--- src/rtl/abcd_if.sv ---
// abcd_if: command and status bundle between a requester (master) and abcd_sequencer (slave).
interface abcd_if #(
    parameter int CNT_W = 8
);
    logic             start;
    logic [CNT_W-1:0] repeat_n;
    logic             abort;
    logic             a;
    logic             b;
    logic             c;
    logic             d;
    logic             busy;
    logic             done;
    logic             aborted;
    logic [CNT_W-1:0] seq_cnt;

    modport master (
        output start, repeat_n, abort,
        input  a, b, c, d, busy, done, aborted, seq_cnt
    );

    modport slave (
        input  start, repeat_n, abort,
        output a, b, c, d, busy, done, aborted, seq_cnt
    );
endinterface

--- src/rtl/abcd_sequencer.sv ---
// abcd_sequencer: drives a ##1 b ##1 c ##GAP_CD d for a programmable number of repetitions.
// Define ABCD_SEQ_BACK2BACK_EN to drop the idle GAP cycle between consecutive sequences.
module abcd_sequencer #(
    parameter int GAP_CD = 2,
    parameter int CNT_W  = 8
) (
    input  logic  clk,
    input  logic  rst,
    abcd_if.slave bus
);
    typedef enum logic [2:0] {
        IDLE,
        PA,
        PB,
        PC,
        WAIT,
`ifdef ABCD_SEQ_BACK2BACK_EN
        PD
`else
        PD,
        GAP
`endif
    } state_t;

    state_t           state;
    state_t           nxt;
    logic [CNT_W-1:0] rem;
    logic [3:0]       wcnt;
    logic             last;

    assign last = (rem == CNT_W'(1));

    always_comb begin
        nxt = state;
        if (bus.abort) begin
            nxt = IDLE;
        end else begin
            case (state)
                IDLE:    nxt = bus.start ? PA : IDLE;
                PA:      nxt = PB;
                PB:      nxt = PC;
                PC:      nxt = (GAP_CD > 1) ? WAIT : PD;
                WAIT:    nxt = (wcnt == '0) ? PD : WAIT;
`ifdef ABCD_SEQ_BACK2BACK_EN
                PD:      nxt = last ? IDLE : PA;
`else
                PD:      nxt = last ? IDLE : GAP;
                GAP:     nxt = PA;
`endif
                default: nxt = IDLE;
            endcase
        end
    end

    // Strobes and busy are registered from the next state, so they line up with the state they name.
    always_ff @(posedge clk or posedge rst) begin
        if (rst) begin
            state       <= IDLE;
            rem         <= '0;
            wcnt        <= '0;
            bus.seq_cnt <= '0;
            bus.a       <= 1'b0;
            bus.b       <= 1'b0;
            bus.c       <= 1'b0;
            bus.d       <= 1'b0;
            bus.busy    <= 1'b0;
            bus.done    <= 1'b0;
            bus.aborted <= 1'b0;
        end else begin
            state       <= nxt;
            bus.a       <= (nxt == PA);
            bus.b       <= (nxt == PB);
            bus.c       <= (nxt == PC);
            bus.d       <= (nxt == PD);
            bus.busy    <= (nxt != IDLE);
            bus.done    <= !bus.abort && state == PD && last;
            bus.aborted <= bus.abort && state != IDLE;
            if (!bus.abort && state == IDLE && bus.start) begin
                rem         <= (bus.repeat_n == '0) ? CNT_W'(1) : bus.repeat_n;
                bus.seq_cnt <= '0;
            end
            if (!bus.abort && state == PC)
                wcnt <= (GAP_CD > 1) ? 4'(GAP_CD - 2) : 4'd0;
            else if (!bus.abort && state == WAIT)
                wcnt <= wcnt - 4'd1;
            if (!bus.abort && state == PD) begin
                rem         <= rem - CNT_W'(1);
                bus.seq_cnt <= bus.seq_cnt + CNT_W'(1);
            end
        end
    end
endmodule

--- src/flat_wrapper.sv ---
// flat-port wrapper written by rule: the top's interface ports become plain ports
module abcd_sequencer_flat 
#(
    parameter int GAP_CD = 2,
    parameter int CNT_W  = 8
)
  (clk, rst, bus_start, bus_repeat_n, bus_abort, bus_a, bus_b, bus_c, bus_d, bus_busy, bus_done, bus_aborted, bus_seq_cnt);
  abcd_if #(.CNT_W(CNT_W)) bus_i ();
  input  logic clk;
  input  logic rst;
  input wire logic [$bits(bus_i.start)-1:0] bus_start;
  input wire logic [$bits(bus_i.repeat_n)-1:0] bus_repeat_n;
  input wire logic [$bits(bus_i.abort)-1:0] bus_abort;
  output wire logic [$bits(bus_i.a)-1:0] bus_a;
  output wire logic [$bits(bus_i.b)-1:0] bus_b;
  output wire logic [$bits(bus_i.c)-1:0] bus_c;
  output wire logic [$bits(bus_i.d)-1:0] bus_d;
  output wire logic [$bits(bus_i.busy)-1:0] bus_busy;
  output wire logic [$bits(bus_i.done)-1:0] bus_done;
  output wire logic [$bits(bus_i.aborted)-1:0] bus_aborted;
  output wire logic [$bits(bus_i.seq_cnt)-1:0] bus_seq_cnt;
  assign bus_i.start = bus_start;
  assign bus_i.repeat_n = bus_repeat_n;
  assign bus_i.abort = bus_abort;
  assign bus_a = bus_i.a;
  assign bus_b = bus_i.b;
  assign bus_c = bus_i.c;
  assign bus_d = bus_i.d;
  assign bus_busy = bus_i.busy;
  assign bus_done = bus_i.done;
  assign bus_aborted = bus_i.aborted;
  assign bus_seq_cnt = bus_i.seq_cnt;
  abcd_sequencer #(.GAP_CD(GAP_CD), .CNT_W(CNT_W)) u_core (.clk(clk), .rst(rst), .bus(bus_i));
endmodule
--- config.mk ---
export PLATFORM = sky130hd
export DESIGN_NAME = abcd_sequencer_flat
export DESIGN_NICKNAME = d
export VERILOG_FILES = /design/src/rtl/abcd_if.sv /design/src/rtl/abcd_sequencer.sv /design/src/flat_wrapper.sv
export SDC_FILE = /design/constraint.sdc
export NUM_CORES = 1
export LEC_CHECK = 0
export BUFFER_PORTS_ARGS = -buffer_cell sky130_fd_sc_hd__buf_2
export CAP_MARGIN = 20
export CELL_PAD_IN_SITES_DETAIL_PLACEMENT = 1
export CELL_PAD_IN_SITES_GLOBAL_PLACEMENT = 2
export CORE_MARGIN = 2
export CORE_UTILIZATION = 38
export CTS_BUF_LIST = sky130_fd_sc_hd__clkbuf_8
export CTS_CLUSTER_DIAMETER = 40
export CTS_CLUSTER_SIZE = 12
export DETAILED_ROUTE_END_ITERATION = 6
export PLACE_DENSITY = 0.95
export SKIP_LAST_GASP = 1
export SLEW_MARGIN = 20
export SYNTH_ARGS = -nofsm -noshare
export SYNTH_HDL_FRONTEND = slang
export SYNTH_SLANG_ARGS = --single-unit
--- constraint.sdc ---
create_clock -name clk -period 3 [get_ports clk]
set_clock_uncertainty 0.05 [all_clocks]
set_input_delay 0 -clock clk [delete_from_list [all_inputs] [get_ports clk]]
set_output_delay 0 -clock clk [all_outputs]
set_load 0.02 [all_outputs]
Word-level counts from Yosys, hierarchy flattened
Index checks and enable logic that the tools add are counted.

storage, ports and cells
  output and inout port bits = 15
  memories kept = 0
  bits in writable memories = 0
  register bits after elaboration = 30
  word-level logic and storage cells = 52
  bits of input ports = 12
  bits in latches = 0
  bits in read-only memories = 0

operators by class
  shift operators = 0
  bitwise gates (word level) = 0
  magnitude comparators = 0
  mux-type cells = 12
  divide/modulo/power cells = 0
  $mul = 0
  reduce and logical (&&, ||, !) cells = 15
  equal/unequal tests = 11
  add/subtract/negate cells = 3

operators with widths
  cell                 count
  $mux 8               5
  $pmux 3 s7           1
  $eq 3x2->1 const B   4
  $eq 3x3->1 const B   4
  $add 8x1->8 const B  1
  $eq 8x1->1 const B   1
  $logic_not 8->1      1
  $mux 4               2
  $sub 8x1->8 const B  1
  $logic_and 1x1->1    7
  $eq 3x1->1 const B   2
  $mux 3               2
  $reduce_bool 3->1    2
  $logic_not 4->1      1
  $reduce_bool 2->1    2
  $sub 4x1->4 const B  1
  $logic_not 3->1      1
  $mux 1               2
  $logic_not 1->1      1

Logic depth before layout (Yosys ltp)
  word-level depth = 5
  mapped depth = 6
  depth with buffers taken out = 6

Worst setup path after synthesis
Ideal clock, no wire load.

  kind = register to register
  from = register u_core.wcnt[0]
  to = register u_core.bus.a
  required time = 2.864 ns
  library setup time = 0.086 ns
  arrival = 1.309 ns
  buffers on the path = 0
  cell stages (with the launch flop) = 7
  period minus slack after synthesis = 1.445 ns
  setup slack = 1.555 ns
  path through = dfrtp_1 inv_1 ha_1 or3b_1 a21oi_1 o21ai_1 nor3_1

on the way
  word-level cells in the longest chain between the ends = 5

ends and longest elaborated chain
  what                    line                  text
  start, declared         abcd_sequencer.sv:28  logic [3:0] wcnt;
  start signal, assigned  abcd_sequencer.sv:83  wcnt <= (GAP_CD > 1) ? 4'(GAP_CD - 2) : 4'd0;
  start signal, assigned  abcd_sequencer.sv:85  wcnt <= wcnt - 4'd1;
  $logic_not 4->1         abcd_sequencer.sv:43  WAIT: nxt = (wcnt == '0) ? PD : WAIT;
  $mux 1                  abcd_sequencer.sv:43
  $pmux 3 s7              abcd_sequencer.sv:38  case (state)
  $mux 3                  abcd_sequencer.sv:35  if (bus.abort) begin
  $eq 3x1->1              abcd_sequencer.sv:71  bus.a <= (nxt == PA);
  end signal, assigned    abcd_sequencer.sv:71
  end, declared           abcd_if.sv:24         output a, b, c, d, busy, done, aborted, seq_cnt

Every way passes these cells.
A chain may end at the register's enable or synchronous reset.

Worst setup path after layout
  from = register u_core.state[2]
  to = register u_core.rem[7]

on the way
  word-level cells in the longest chain between the ends = 4
  elaborated cells between the ends (all ways) = 7
  those cells by class = eq/ne: 1; mux: 1; reduce/logical: 5

ends and longest elaborated chain
  what                                line                  text
  start, declared                     abcd_sequencer.sv:25  state_t state;
  start signal, assigned              abcd_sequencer.sv:70  state <= nxt;
  $logic_not 3->1                     abcd_sequencer.sv:78  if (!bus.abort && state == IDLE && bus.start) begin
  $logic_and 1x1->1 (2 in a row)      abcd_sequencer.sv:78
  $reduce_bool 2->1 (no source line)  --
  end signal, assigned                abcd_sequencer.sv:79  rem <= (bus.repeat_n == '0) ? CNT_W'(1) : bus.repeat_n;
  end signal, assigned                abcd_sequencer.sv:87  rem <= rem - CNT_W'(1);
  end, declared                       abcd_sequencer.sv:27  logic [CNT_W-1:0] rem;

Several ways; a longest one is shown, not always the timed one.

==> flow_summary_export.csv <==
group,metric,value,unit
outcome,outcome,"finished, final reports clean",
clocking,cts_setup_buffers,0,
critical_path,critical_path.top_delay_family,"simple AND/OR/NAND/NOR gates",
timing,finalSetupViolCount,0,
synthesis,ys_ff_latch,30,
final_layout,nFillCells,482,
drt,wl,4.30,mm
worst_hold_path,hold_depth,3,
synthesis,ys.flop_type,"dfrtp_1",
critical_path,cp-start-kind,"register",
floorplanning,core_area,4030,um^2
clocking,cts_tree,"done",
place,port_buffers,26,
worst_hold_path,min_to,"u_core.bus.busy$_DFF_PP0_",
drt,drc,0,
final_layout,final_util,47.8,%
critical_path,worstPathArrival,2.25,ns
place,dp_cells,237,
drt,drt_iter0_drc,76,
drt,drt-vias-per-instance,5.75,
synthesis,syn_area,1600,um^2
place,dp_hpwl,2.86,mm
pwr,peakVddDrop,414,uV
clocking,clockBufferDepth,2,
synthesis,ys_types,47,
critical_path,slowest_delay,0.77,ns
pwr,pwr_density_cell,734,nW/um^2
synthesis,yosys.area.top_type,"dfrtp_1",
worst_hold_path,hold_start,"bus_start",
critical_path,reg2regPathDepth,4,
grt,grt_antenna_before_repair,0,
timing,fin_crit,2.10,ns
synthesis,yosysMostFrequentCell,"dfrtp_1",
critical_path,regToRegSetupSlack,0.90,ns
final_layout,layout-drive-gt1-share,19.7,%
timing,rsz0062_at_grt,"no",
final_layout,num_antenna_cells,0,
clocking,numCtsBuffers,5,
critical_path,rr_startpoint,"u_core.state[2]$_DFF_PP0_",
drt,ant_nets,0,
clocking,cts_root_buf,"clkbuf_8",
run,maxCapViolCount,0,
synthesis,synth_edf_count,0,
place,gp_congestion,0.800,
pwr,p_leak,0.000912,uW
critical_path,timing.critical_path.buf_inv,0,
worst_hold_path,hold_class,"in2reg",
synthesis,synth_area_leaders,"dfrtp_1, ha_1, o21ai_0",
timing,fmax,475,MHz
timing,post-route-period-util,70.1,%
synthesis,synthesis.nets,185,
critical_path,end_kind,"register",
drt,drtPass1Iterations,4,
timing,drv_slew,0,
grt,grt_use_total,20.9,%
synthesis,synth-seq-area-share,47.0,%
critical_path,crit_path_cell_trace,"nand4bb_1, nor4_1, a32oi_1, o21ai_0",
drt,wl_per_cell,17.0,um
grt,grt_overflow_total,0,
floorplanning,dieArea,4740,um^2
critical_path,critical_path_class,"reg2reg",
timing,tns,0,ns
synthesis,syn_inst,168,
synthesis,synth_top_area_share,47.0,%
synthesis,synthArstFlopShare,100,%
timing,worst_slew_pin_slew,0.820,ns
critical_path,cp-startpoint,"u_core.state[2]$_DFF_PP0_",
synthesis,avgSynthCellArea,9.51,um^2
clocking,cts_sinks,30,
final_layout,finalNetCount,221,
floorplanning,die_width,68.8,um
grt,grt_max_degree,31,
final_layout,synthToLayoutAreaGrowth,20.5,%
critical_path,crit_slowest_cell,"dfrtp_1",
clocking,htreeDepth,2,
floorplanning,start_util,39.7,%
critical_path,critPathMaxFanout,23,
clocking,clk_latency,0.28,ns
timing,relSlewSlack,45.0,%
critical_path,r2r-end,"u_core.rem[7]$_DFFE_PP0P_",
synthesis,synthTopCellsByCount,"dfrtp_1, nor2_1, nand2_1, o21ai_0, a21oi_1",
synthesis,ys_warn_count,0,
clocking,clk_pin_slew,0.06,ns
floorplanning,die_h,68.8,um
drt,vias,1456,
floorplanning,rows,23,
grt,grt_pass1_wl,7.19,mm
final_layout,fin_cells,253,
timing,hold_viol_final,0,
floorplanning,io_pins,27,
critical_path,crit_required,3.15,ns
grt,first_global_vias,1434,
==> cells by family after synthesis <==
group	count (synthesis)	share of synthesized area, %
flip-flops	30	47.0
multiplexers	3	1.88
adder cells (fa/ha/maj)	5	3.92
AO/OA/AOI/OAI	46	18.2
AND/OR/NAND/NOR	66	22.6
XOR/XNOR	2	1.10
buffers and inverters	16	5.32
==> power by group <==
| group | total [uW] | switching [uW] | internal [uW] | leakage [uW] |
|---|---|---|---|---|
| logic | 454 | 270 | 184 | 0.000470 |
| clock network | 326 | 149 | 177 | 0.0000431 |
| registers | 634 | 136 | 499 | 0.000399 |
| total | 1410 | 554 | 859 | 0.000912 |
==> final cells by class <==
class	count	area (um^2)	area share [%]
clock buffers	6	82.6	4.29
inverters	8	30.0	1.56
multi-input cells	122	762	39.6
flip-flops and latches	30	751	39.0
well taps	50	62.6	3.25
repair buffers	37	238	12.3
==> flip-flops by register name, indices dropped and copies added, names as in the netlist <==
signal and count:
u_core.bus.a 1, u_core.bus.aborted 1, u_core.bus.b 1, u_core.bus.busy 1, u_core.bus.c 1, u_core.bus.d 1, u_core.bus.done 1, u_core.bus.seq_cnt 8
u_core.rem 8, u_core.state 3, u_core.wcnt 4
==> how the worst max path moves through the flow <==
stage,cells past startpoint,end,slack [ns]
after floorplan,6,u_core.bus.a$_DFF_PP0_,1.56
after global placement,4,u_core.rem[4]$_DFFE_PP0P_,1.06
after detailed placement,4,u_core.rem[4]$_DFFE_PP0P_,0.96
after CTS,4,u_core.rem[7]$_DFFE_PP0P_,0.92
after global routing,4,u_core.rem[7]$_DFFE_PP0P_,0.62
final,4,u_core.rem[7]$_DFFE_PP0P_,0.90
==> timing repair <==
action	4_1_cts	5_1_grt
gates resized for setup	0	0
hold buffers	10	0
endpoints found under the hold margin	42	0
==> per-layer routing <==
metal | global-route usage (%) | up-vias | wire [um]
met5 | 0 | - | 0
met4 | 9.56 | 0 | 61
met3 | 4.55 | 6 | 160
met2 | 34.1 | 36 | 2150
met1 | 26.5 | 723 | 1920
li1 | - | 691 | -
==> worst min-delay path, stage by stage <==
cell and delay [ns]:
buf_2 0.13, nor4_1 0.19, a211oi_1 0.09
==> stage by stage <==
| stage | area [um^2] | power [uW] | hold slack [ns] | worst slack, ns |
|---|---|---|---|---|
| 2_1_floorplan | 1600 | 951 | 0.0408 | 1.56 |
| 3_3_place_gp | 1740 | 1040 | 0.0405 | 1.06 |
| 3_5_place_dp | 1740 | 1070 | 0.0558 | 0.962 |
| 4_1_cts | 1930 | 1420 | 0.127 | 0.915 |
| 5_1_grt | 1930 | 1520 | 0.169 | 0.624 |
| 6_report | 1930 | 1410 | 0.131 | 0.896 |
==> layout by cell type, fill, tap and decap left out, types with 2 or more instances in the layout <==
cell           instances
dfrtp_1               30
buf_2                 26
nor2_1                15
nand2_1               13
o21ai_0               12
a21oi_1               11
dlygate4sd3_1         10
inv_1                  8
nor3_1                 6
clkbuf_8               6
nand4_1                5
a31oi_1                5
ha_1                   5
nor4_1                 4
nand3_1                3
and3_1                 3
o21ai_1                3
mux2i_1                3
nand3b_1               2
nand2b_1               2
a311oi_1               2
and4_1                 2
o32ai_1                2
Power figures use the tool's default switching activity.
